[config.mk]
export PLATFORM = sky130hd
export DESIGN_NAME = ezm_prog_feeder
export DESIGN_NICKNAME = d
export VERILOG_FILES = /design/src/rtl/ezm_pkg.sv /design/src/rtl/ezm_result_fifo.sv /design/src/rtl/ezm_prog_feeder.sv
export SDC_FILE = /design/constraint.sdc
export NUM_CORES = 1
export LEC_CHECK = 0
export ABC_AREA = 1
export CORE_ASPECT_RATIO = 1.1
export CORE_MARGIN = 3
export CORE_UTILIZATION = 40
export CTS_CLUSTER_SIZE = 28
export DETAILED_ROUTE_END_ITERATION = 6
export DONT_BUFFER_PORTS = 1
export GPL_ROUTABILITY_DRIVEN = 1
export GPL_TIMING_DRIVEN = 0
export HOLD_SLACK_MARGIN = 0.15
export PLACE_DENSITY = 0.6
export SKIP_CTS_REPAIR_TIMING = 1
export SLEW_MARGIN = 10
export SYNTH_ARGS = -nofsm -noshare
export SYNTH_HDL_FRONTEND = slang
export SYNTH_SLANG_ARGS = --single-unit
export TNS_END_PERCENT = 10
[constraint.sdc]
create_clock -name clk -period 1.96 [get_ports clk]
set_input_delay 0.196 -clock clk [delete_from_list [all_inputs] [get_ports clk]]
set_output_delay 0.196 -clock clk [all_outputs]
set_load 0.02 [all_outputs]
[src/rtl/ezm_pkg.sv]
// Shared definitions for the ezm instruction feeder: opcode masks, feeder
// state encoding and the result entry format carried by the result FIFO.
package ezm_pkg;

  localparam int INSTR_W = 6;
  localparam int DATA_W  = 8;

  // Opcode classes are recognised by (word & MASK) == VAL.
  localparam logic [INSTR_W-1:0] OP_LOAD_MASK   = 6'b100000;
  localparam logic [INSTR_W-1:0] OP_LOAD_VAL    = 6'b100000;
  localparam logic [INSTR_W-1:0] OP_BRANCH_MASK = 6'b111000;
  localparam logic [INSTR_W-1:0] OP_BRANCH_VAL  = 6'b011000;
  localparam logic [INSTR_W-1:0] OP_STORE_MASK  = 6'b111000;
  localparam logic [INSTR_W-1:0] OP_STORE_VAL   = 6'b001000;
  localparam logic [INSTR_W-1:0] OP_ADD_MASK    = 6'b111000;
  localparam logic [INSTR_W-1:0] OP_ADD_VAL     = 6'b010000;
  localparam logic [INSTR_W-1:0] OP_NEG_MASK    = 6'b111111;
  localparam logic [INSTR_W-1:0] OP_NEG_VAL     = 6'b000001;

  typedef enum logic [2:0] {
    ST_IDLE  = 3'd0,
    ST_RST1  = 3'd1,
    ST_RST2  = 3'd2,
    ST_FETCH = 3'd3,
    ST_EXEC  = 3'd4,
    ST_DONE  = 3'd5
  } feeder_state_t;

  typedef struct packed {
    logic [2:0]        bank;
    logic [DATA_W-1:0] data;
  } result_t;

  function automatic logic is_store(input logic [INSTR_W-1:0] word);
    return (word & OP_STORE_MASK) == OP_STORE_VAL;
  endfunction

endpackage

[src/rtl/ezm_result_fifo.sv]
// Small result FIFO holding store traffic from the core. A push while full is
// accepted only when the head is popped in the same cycle; the caller decides
// what a refused push means. Popping an empty FIFO does nothing.
module ezm_result_fifo
  import ezm_pkg::*;
#(
  parameter int DEPTH = 4
) (
  input  logic    clk,
  input  logic    rst,
  input  logic    flush,
  input  logic    push,
  input  result_t push_data,
  input  logic    pop,
  output result_t head,
  output logic    full,
  output logic    empty
);

  localparam int PW = (DEPTH > 1) ? $clog2(DEPTH) : 1;
  localparam logic [PW:0] FULL_CNT = (PW + 1)'(DEPTH);

  result_t         mem [DEPTH];
  logic [PW-1:0]   wr_ptr;
  logic [PW-1:0]   rd_ptr;
  logic [PW:0]     count;
  logic            pop_fire;
  logic            push_fire;

  assign empty     = (count == '0);
  assign full      = (count == FULL_CNT);
  assign pop_fire  = pop & ~empty;
  assign push_fire = push & (~full | pop_fire);
  assign head      = mem[rd_ptr];

  // Entry storage; contents are don't-care until written, so no reset.
  always_ff @(posedge clk) begin
    if (push_fire) mem[wr_ptr] <= push_data;
  end

  // Pointer and occupancy bookkeeping.
  always_ff @(posedge clk) begin
    if (rst || flush) begin
      wr_ptr <= '0;
      rd_ptr <= '0;
      count  <= '0;
    end else begin
      if (push_fire) wr_ptr <= wr_ptr + PW'(1);
      if (pop_fire)  rd_ptr <= rd_ptr + PW'(1);
      case ({push_fire, pop_fire})
        2'b10:   count <= count + (PW + 1)'(1);
        2'b01:   count <= count - (PW + 1)'(1);
        default: count <= count;
      endcase
    end
  end

endmodule

[src/rtl/ezm_prog_feeder.sv]
// Host-side instruction server for the ezm accumulator core. Holds the
// program RAM, feeds the core one instruction per fetch/execute pair using
// the pc the core exports, and collects store results and the final
// accumulator.
//
// Result handshake: an entry is transferred on any rising clk edge where
// res_valid and res_ready are both high; res_valid stays high and
// res_bank/res_data stay stable until that transfer happens.
module ezm_prog_feeder
  import ezm_pkg::*;
#(
  parameter int AW         = 6,
  parameter int FIFO_DEPTH = 4,
  parameter int MAX_INSTR  = 255
) (
  input  logic                clk,
  input  logic                rst,
  input  logic                prog_we,
  input  logic [AW-1:0]       prog_addr,
  input  logic [INSTR_W-1:0]  prog_data,
  input  logic [7:0]          prog_len,
  input  logic                start,
  output logic                busy,
  output logic                done,
  output logic                timeout,
  output logic                overflow,
  output logic [DATA_W-1:0]   final_acc,
  output logic [7:0]          instr_count,
  output logic                res_valid,
  output logic [2:0]          res_bank,
  output logic [DATA_W-1:0]   res_data,
  input  logic                res_ready,
  output logic                cpu_rst,
  input  logic [DATA_W-1:0]   cpu_out,
  output logic [INSTR_W-1:0]  cpu_in,
  output logic [2:0]          dbg_state
);

  localparam logic [7:0] MAX_CNT = 8'(MAX_INSTR);

  feeder_state_t        state;
  logic [INSTR_W-1:0]   prog_mem [2**AW];
  logic [INSTR_W-1:0]   ir;
  logic [7:0]           prog_len_q;
  logic                 halting;
  logic                 idle_like;
  logic                 pc_halt;
  logic                 budget_halt;
  logic [INSTR_W-1:0]   fetch_word;
  logic                 fifo_push;
  logic                 fifo_full;
  logic                 fifo_empty;
  logic                 fifo_pop;
  logic                 fifo_flush;
  result_t              fifo_head;
  result_t              push_entry;

  assign idle_like   = (state == ST_IDLE) || (state == ST_DONE);
  assign pc_halt     = (cpu_out >= prog_len_q);
  assign budget_halt = (instr_count == MAX_CNT);
  assign fetch_word  = prog_mem[cpu_out[AW-1:0]];
  assign dbg_state   = state;

  // Drive the core's instruction input: memory word on a live fetch, the held
  // ir during execute, and a no-op everywhere else (including a halting fetch).
  always_comb begin
    cpu_in = '0;
    if (state == ST_FETCH && !pc_halt && !budget_halt) cpu_in = fetch_word;
    else if (state == ST_EXEC)                         cpu_in = ir;
  end

  // Program RAM write port; the program is frozen while a run is in flight.
  always_ff @(posedge clk) begin
    if (prog_we && idle_like) prog_mem[prog_addr] <= prog_data;
  end

  assign fifo_push       = (state == ST_EXEC) && is_store(ir);
  assign push_entry.bank = ir[2:0];
  assign push_entry.data = cpu_out;
  assign fifo_pop        = res_ready;
  assign fifo_flush      = start && idle_like;
  assign res_valid       = ~fifo_empty;
  assign res_bank        = fifo_head.bank;
  assign res_data        = fifo_head.data;

  ezm_result_fifo #(
    .DEPTH(FIFO_DEPTH)
  ) u_fifo (
    .clk       (clk),
    .rst       (rst),
    .flush     (fifo_flush),
    .push      (fifo_push),
    .push_data (push_entry),
    .pop       (fifo_pop),
    .head      (fifo_head),
    .full      (fifo_full),
    .empty     (fifo_empty)
  );

  // Run sequencer: core reset, fetch/execute alternation, halt and flag capture.
  always_ff @(posedge clk) begin
    if (rst) begin
      state       <= ST_IDLE;
      cpu_rst     <= 1'b1;
      busy        <= 1'b0;
      done        <= 1'b0;
      timeout     <= 1'b0;
      overflow    <= 1'b0;
      final_acc   <= '0;
      instr_count <= '0;
      prog_len_q  <= '0;
      ir          <= '0;
      halting     <= 1'b0;
    end else begin
      // A store refused because the FIFO stays full is lost; remember that.
      if (fifo_push && fifo_full && !(res_ready && res_valid)) overflow <= 1'b1;
      case (state)
        ST_IDLE, ST_DONE: begin
          if (start) begin
            state       <= ST_RST1;
            cpu_rst     <= 1'b1;
            busy        <= 1'b1;
            done        <= 1'b0;
            timeout     <= 1'b0;
            overflow    <= 1'b0;
            instr_count <= '0;
            prog_len_q  <= prog_len;
            halting     <= 1'b0;
            ir          <= '0;
          end
        end
        ST_RST1: state <= ST_RST2;
        ST_RST2: begin
          state   <= ST_FETCH;
          cpu_rst <= 1'b0;
        end
        ST_FETCH: begin
          state <= ST_EXEC;
          if (pc_halt || budget_halt) begin
            halting <= 1'b1;
            ir      <= '0;
            // Running off the end of the program is a normal finish even if
            // the budget happens to be exhausted at the same moment.
            if (!pc_halt) timeout <= 1'b1;
          end else begin
            ir <= fetch_word;
            if (instr_count != 8'hFF) instr_count <= instr_count + 8'd1;
          end
        end
        ST_EXEC: begin
          if (halting) begin
            final_acc <= cpu_out;
            state     <= ST_DONE;
            busy      <= 1'b0;
            done      <= 1'b1;
            cpu_rst   <= 1'b1;
          end else begin
            state <= ST_FETCH;
          end
        end
        default: begin
          state   <= ST_IDLE;
          cpu_rst <= 1'b1;
          busy    <= 1'b0;
        end
      endcase
    end
  end

endmodule

==> results.txt <==
----------------------------------------------------
[Worst setup path]
  Ordered list of cells on the worst path ... buf_2 -> clkdlybuf4s15_1 -> nand3_1 -> nand2_1 -> nand2_1 -> nand3_1 -> nand3_1 -> nand2_1 -> nand2_4 -> nand2_4
  CP max FO ... 10
  Endpoint arrival time on the critical path ... 2.19 ns
  Endpoint required time on the critical path ... 1.76 ns
  Element type at the critical path start ... input port
  Critical path's slowest cell ... clkdlybuf4s15_1
  Critical path's largest stage delay ... 0.72 ns
  Critical path capture point type ... output pin
  Startpoint-to-endpoint class of the critical path ... input port to output pin

[Clock network]
  Clock tree sinks ... 476
  CTS tree ... yes
  H-tree depth reported by CTS ... 2
  Maximum clock path buffer count ... 3
  Clock-pin slew on the worst setup and hold paths ... 0.06 ns
  Clock tree root driver cell ... clkbuf_16
  Worst skew pair latency ... 0.61 ns
  Total CTS buffers ... 50

[Routing]
  Met1 Wirelength ... 24.4 mm
  1st-iter DRT viols ... 1406
  Drt wl/cell ... 23.8 µm
  Routed vias/inst ... 5.56
  Residual DRC ... 0
  Top layer reached by signal wires ... met5
  Total wire length after detailed routing ... 60.8 mm
  Met2 wirelength from detailed routing ... 28.0 mm
  Met3 wire length ... 5.88 mm
  Number of antenna-violating nets in the routed design ... 0
  Number of iterations in the first detailed-routing pass ... 5
  Via count of the routed design ... 14200

[Timing]
  Maximum clock skew at final layout ... 0.0218 ns
  Final Worst Setup Slack ... -0.431 ns
  Slew at the pin closest to its max-slew limit ... 1.03 ns
  Final count of hold timing violations ... 5
  Unrepaired setup endpoints after global routing ... yes
  Headroom to the max-slew limit ... 31.5%
  Setup total negative slack ... -8.48 ns
  Min Tclk post-route ... 2.39 ns
  Worst hold slack ... -0.312 ns
  Final count of pins violating max slew ... 0
  Count of endpoints failing setup in the final report ... 128
  Highest clock frequency the design can meet ... 418 MHz
  Fin crit share ... 122%

[Min path]
  Min-delay worst type ... input port to flip-flop

[Floorplanning]
  Chip Height ... 238 µm
  Effective utilization at floorplan ... 40.7%
  Die ar. ... 0.0516 mm²
  Boundary pin count ... 75
  Row count ... 84
  Core Box Area ... 0.0480 mm²
  Die X ... 217 µm

[Synth]
  Average footprint of a synthesized cell ... 11.0 µm²
  EDFF count, synth ... 428
  Ranking of synthesized cells by instance count ... nand2_1, edfxtp_1, nand3_1
  Fraction of synthesized cell area taken by the top area cell type ... 65.7%
  Syn Nets ... 1818
  Largest cells by area after synthesis ... edfxtp_1, nand2_1, nand3_1, dfxtp_1, nor2_1
  Most used flip-flop cell after synthesis ... edfxtp_1
  #FFs+latches synth ... 476
  Netlist area before placement ... 0.0195 mm²
  Count of cell types in the netlist ... 29
  Syn. warnings ... 0
  Post-synthesis sequential area ratio ... 70.7%
  Most frequently used cell type in the post-synthesis netlist ... nand2_1
  Post-synthesis cell type with the largest combined area ... edfxtp_1
  Cell count after synthesis ... 1770
  Fraction of registers with async set/reset ... 0%

[Flow run]
  Number of maximum-capacitance constraint violations ... 0

[Final layout]
  Layout area overhead ... 20.6%
  Final std cells w/o fill ... 2559
  Share of layout cells above drive strength 1 ... 15.4%
  Antenna diode count ... 0
  Nets@finish ... 1925

[Power]
  Ratio of total power to cell area ... 957 mW/mm²
  Leakage power of the design ... 0.00835 µW
  Worst ir drop on vdd ... 0.715 mV
  Tot Pwr ... 22600 µW

[Placed design]
  Total instance count after detailed placement ... 2415
  Final weighted congestion in routability-driven placement ... 0.922
  IO Port Bufs ... 0
  Detail Placement HPWL ... 39.3 mm

[Global route]
  Largest net degree at the start of global routing ... 65
  Wire length of the first global-routing pass ... 87.3 mm
  Antenna violations before repair ... 1
  Via count of the first global-routing pass ... 13300
  Global Route Usage Sum ... 23.0%
  Total grt overflow ... 0

[Run status]
  Failing checks ... hold timing, setup timing
  Outcome ... complete, but fails checks

----------------------------------------------------
stage by stage:
step / setup WS [ns] / hold slack [ns] / instance area, µm² / util [%]
6_report: -0.431 / -0.312 / 23600 / 49.1
5_1_grt: -0.533 / -0.328 / 23600 / 49.1
2_1_floorplan: -0.0296 / 0.295 / 19600 / -
4_1_cts: -1.60 / -0.338 / 22100 / 45.9
3_3_place_gp: -1.43 / 0.295 / 20400 / 42.5
3_5_place_dp: -1.55 / 0.296 / 20400 / 42.5
report_power, final:
group          leakage [µW]  internal, µW  switching, µW  total (µW)
sequential          0.00422         11100           70.9       11200
combinational       0.00332           463           1260        1720
clock              0.000809          5750           3910        9660
total               0.00835         17300           5240       22600
sequential cells by signal (all words and copies together) (netlist names), named ones only:
register and flops:
overflow 1, halting 1, ir 6, dbg_state 3, done 1, u_fifo.mem 44
busy 1, timeout 1, u_fifo.rd_ptr 2, cpu_rst 1, prog_len_q 8, instr_count 8
u_fifo.wr_ptr 2, prog_mem 384, final_acc 8, u_fifo.count 3
layout by cell type (no fill, tap or decap), types with 15 or more instances in the layout:
cell type	instances
o21ai_0	42
nor2_1	45
dlygate4sd3_1	27
buf_6	15
dfxtp_1	41
a21oi_1	42
nand2_1	516
clkbuf_1	31
nor2_4	72
edfxtp_1	428
inv_1	48
clkbuf_16	54
nand3_1	347
buf_2	52
cell type report:
| cell class | count | area [µm²] |
|---|---|---|
| buffer | 94 | 472 |
| clock inverter | 21 | 225 |
| clock buffer | 68 | 1430 |
| sequential | 476 | 13800 |
| inverter | 56 | 210 |
| tap | 645 | 807 |
| timing repair buffer | 55 | 694 |
| multi-input combinational | 1144 | 5900 |
| fill | 4244 | 24500 |
worst paths after layout:
kind / slack (ns) / endpoint / cells past startpoint / from
worst min-delay path: -0.31 / u_fifo.mem[2][5] / 0 / cpu_out[5]
worst max register to register: -0.29 / u_fifo.count[1] / 11 / dbg_state[2]
worst max-delay path: -0.43 / cpu_in[3] / 10 / cpu_out[2]
worst min register to register: 0.46 / prog_len_q[1] / 2 / prog_len_q[1]
cells by family (layout without fill, tap and decap cells):
family | after synthesis | after routing | share of synthesized area [%]
buf+inv | 150 | 294 | 3.32
compound gates | 105 | 105 | 2.80
fa+ha+maj | 15 | 15 | 0.998
flops | 476 | 476 | 70.7
simple gates | 1020 | 1020 | 22.0
xor+xnor | 4 | 4 | 0.179
per-layer routing:
metal,up-vias,global-route usage (%)
li1,6411,-
met4,2,9.61
met3,151,5.85
met1,6927,30.3
met5,-,0
met2,731,36.7
critical path, delay by kind of cell:
kind,cells,cell delay (ns)
simple gates,8,1.03
buf+inv,2,0.95
(Power assumes the default switching activity.)
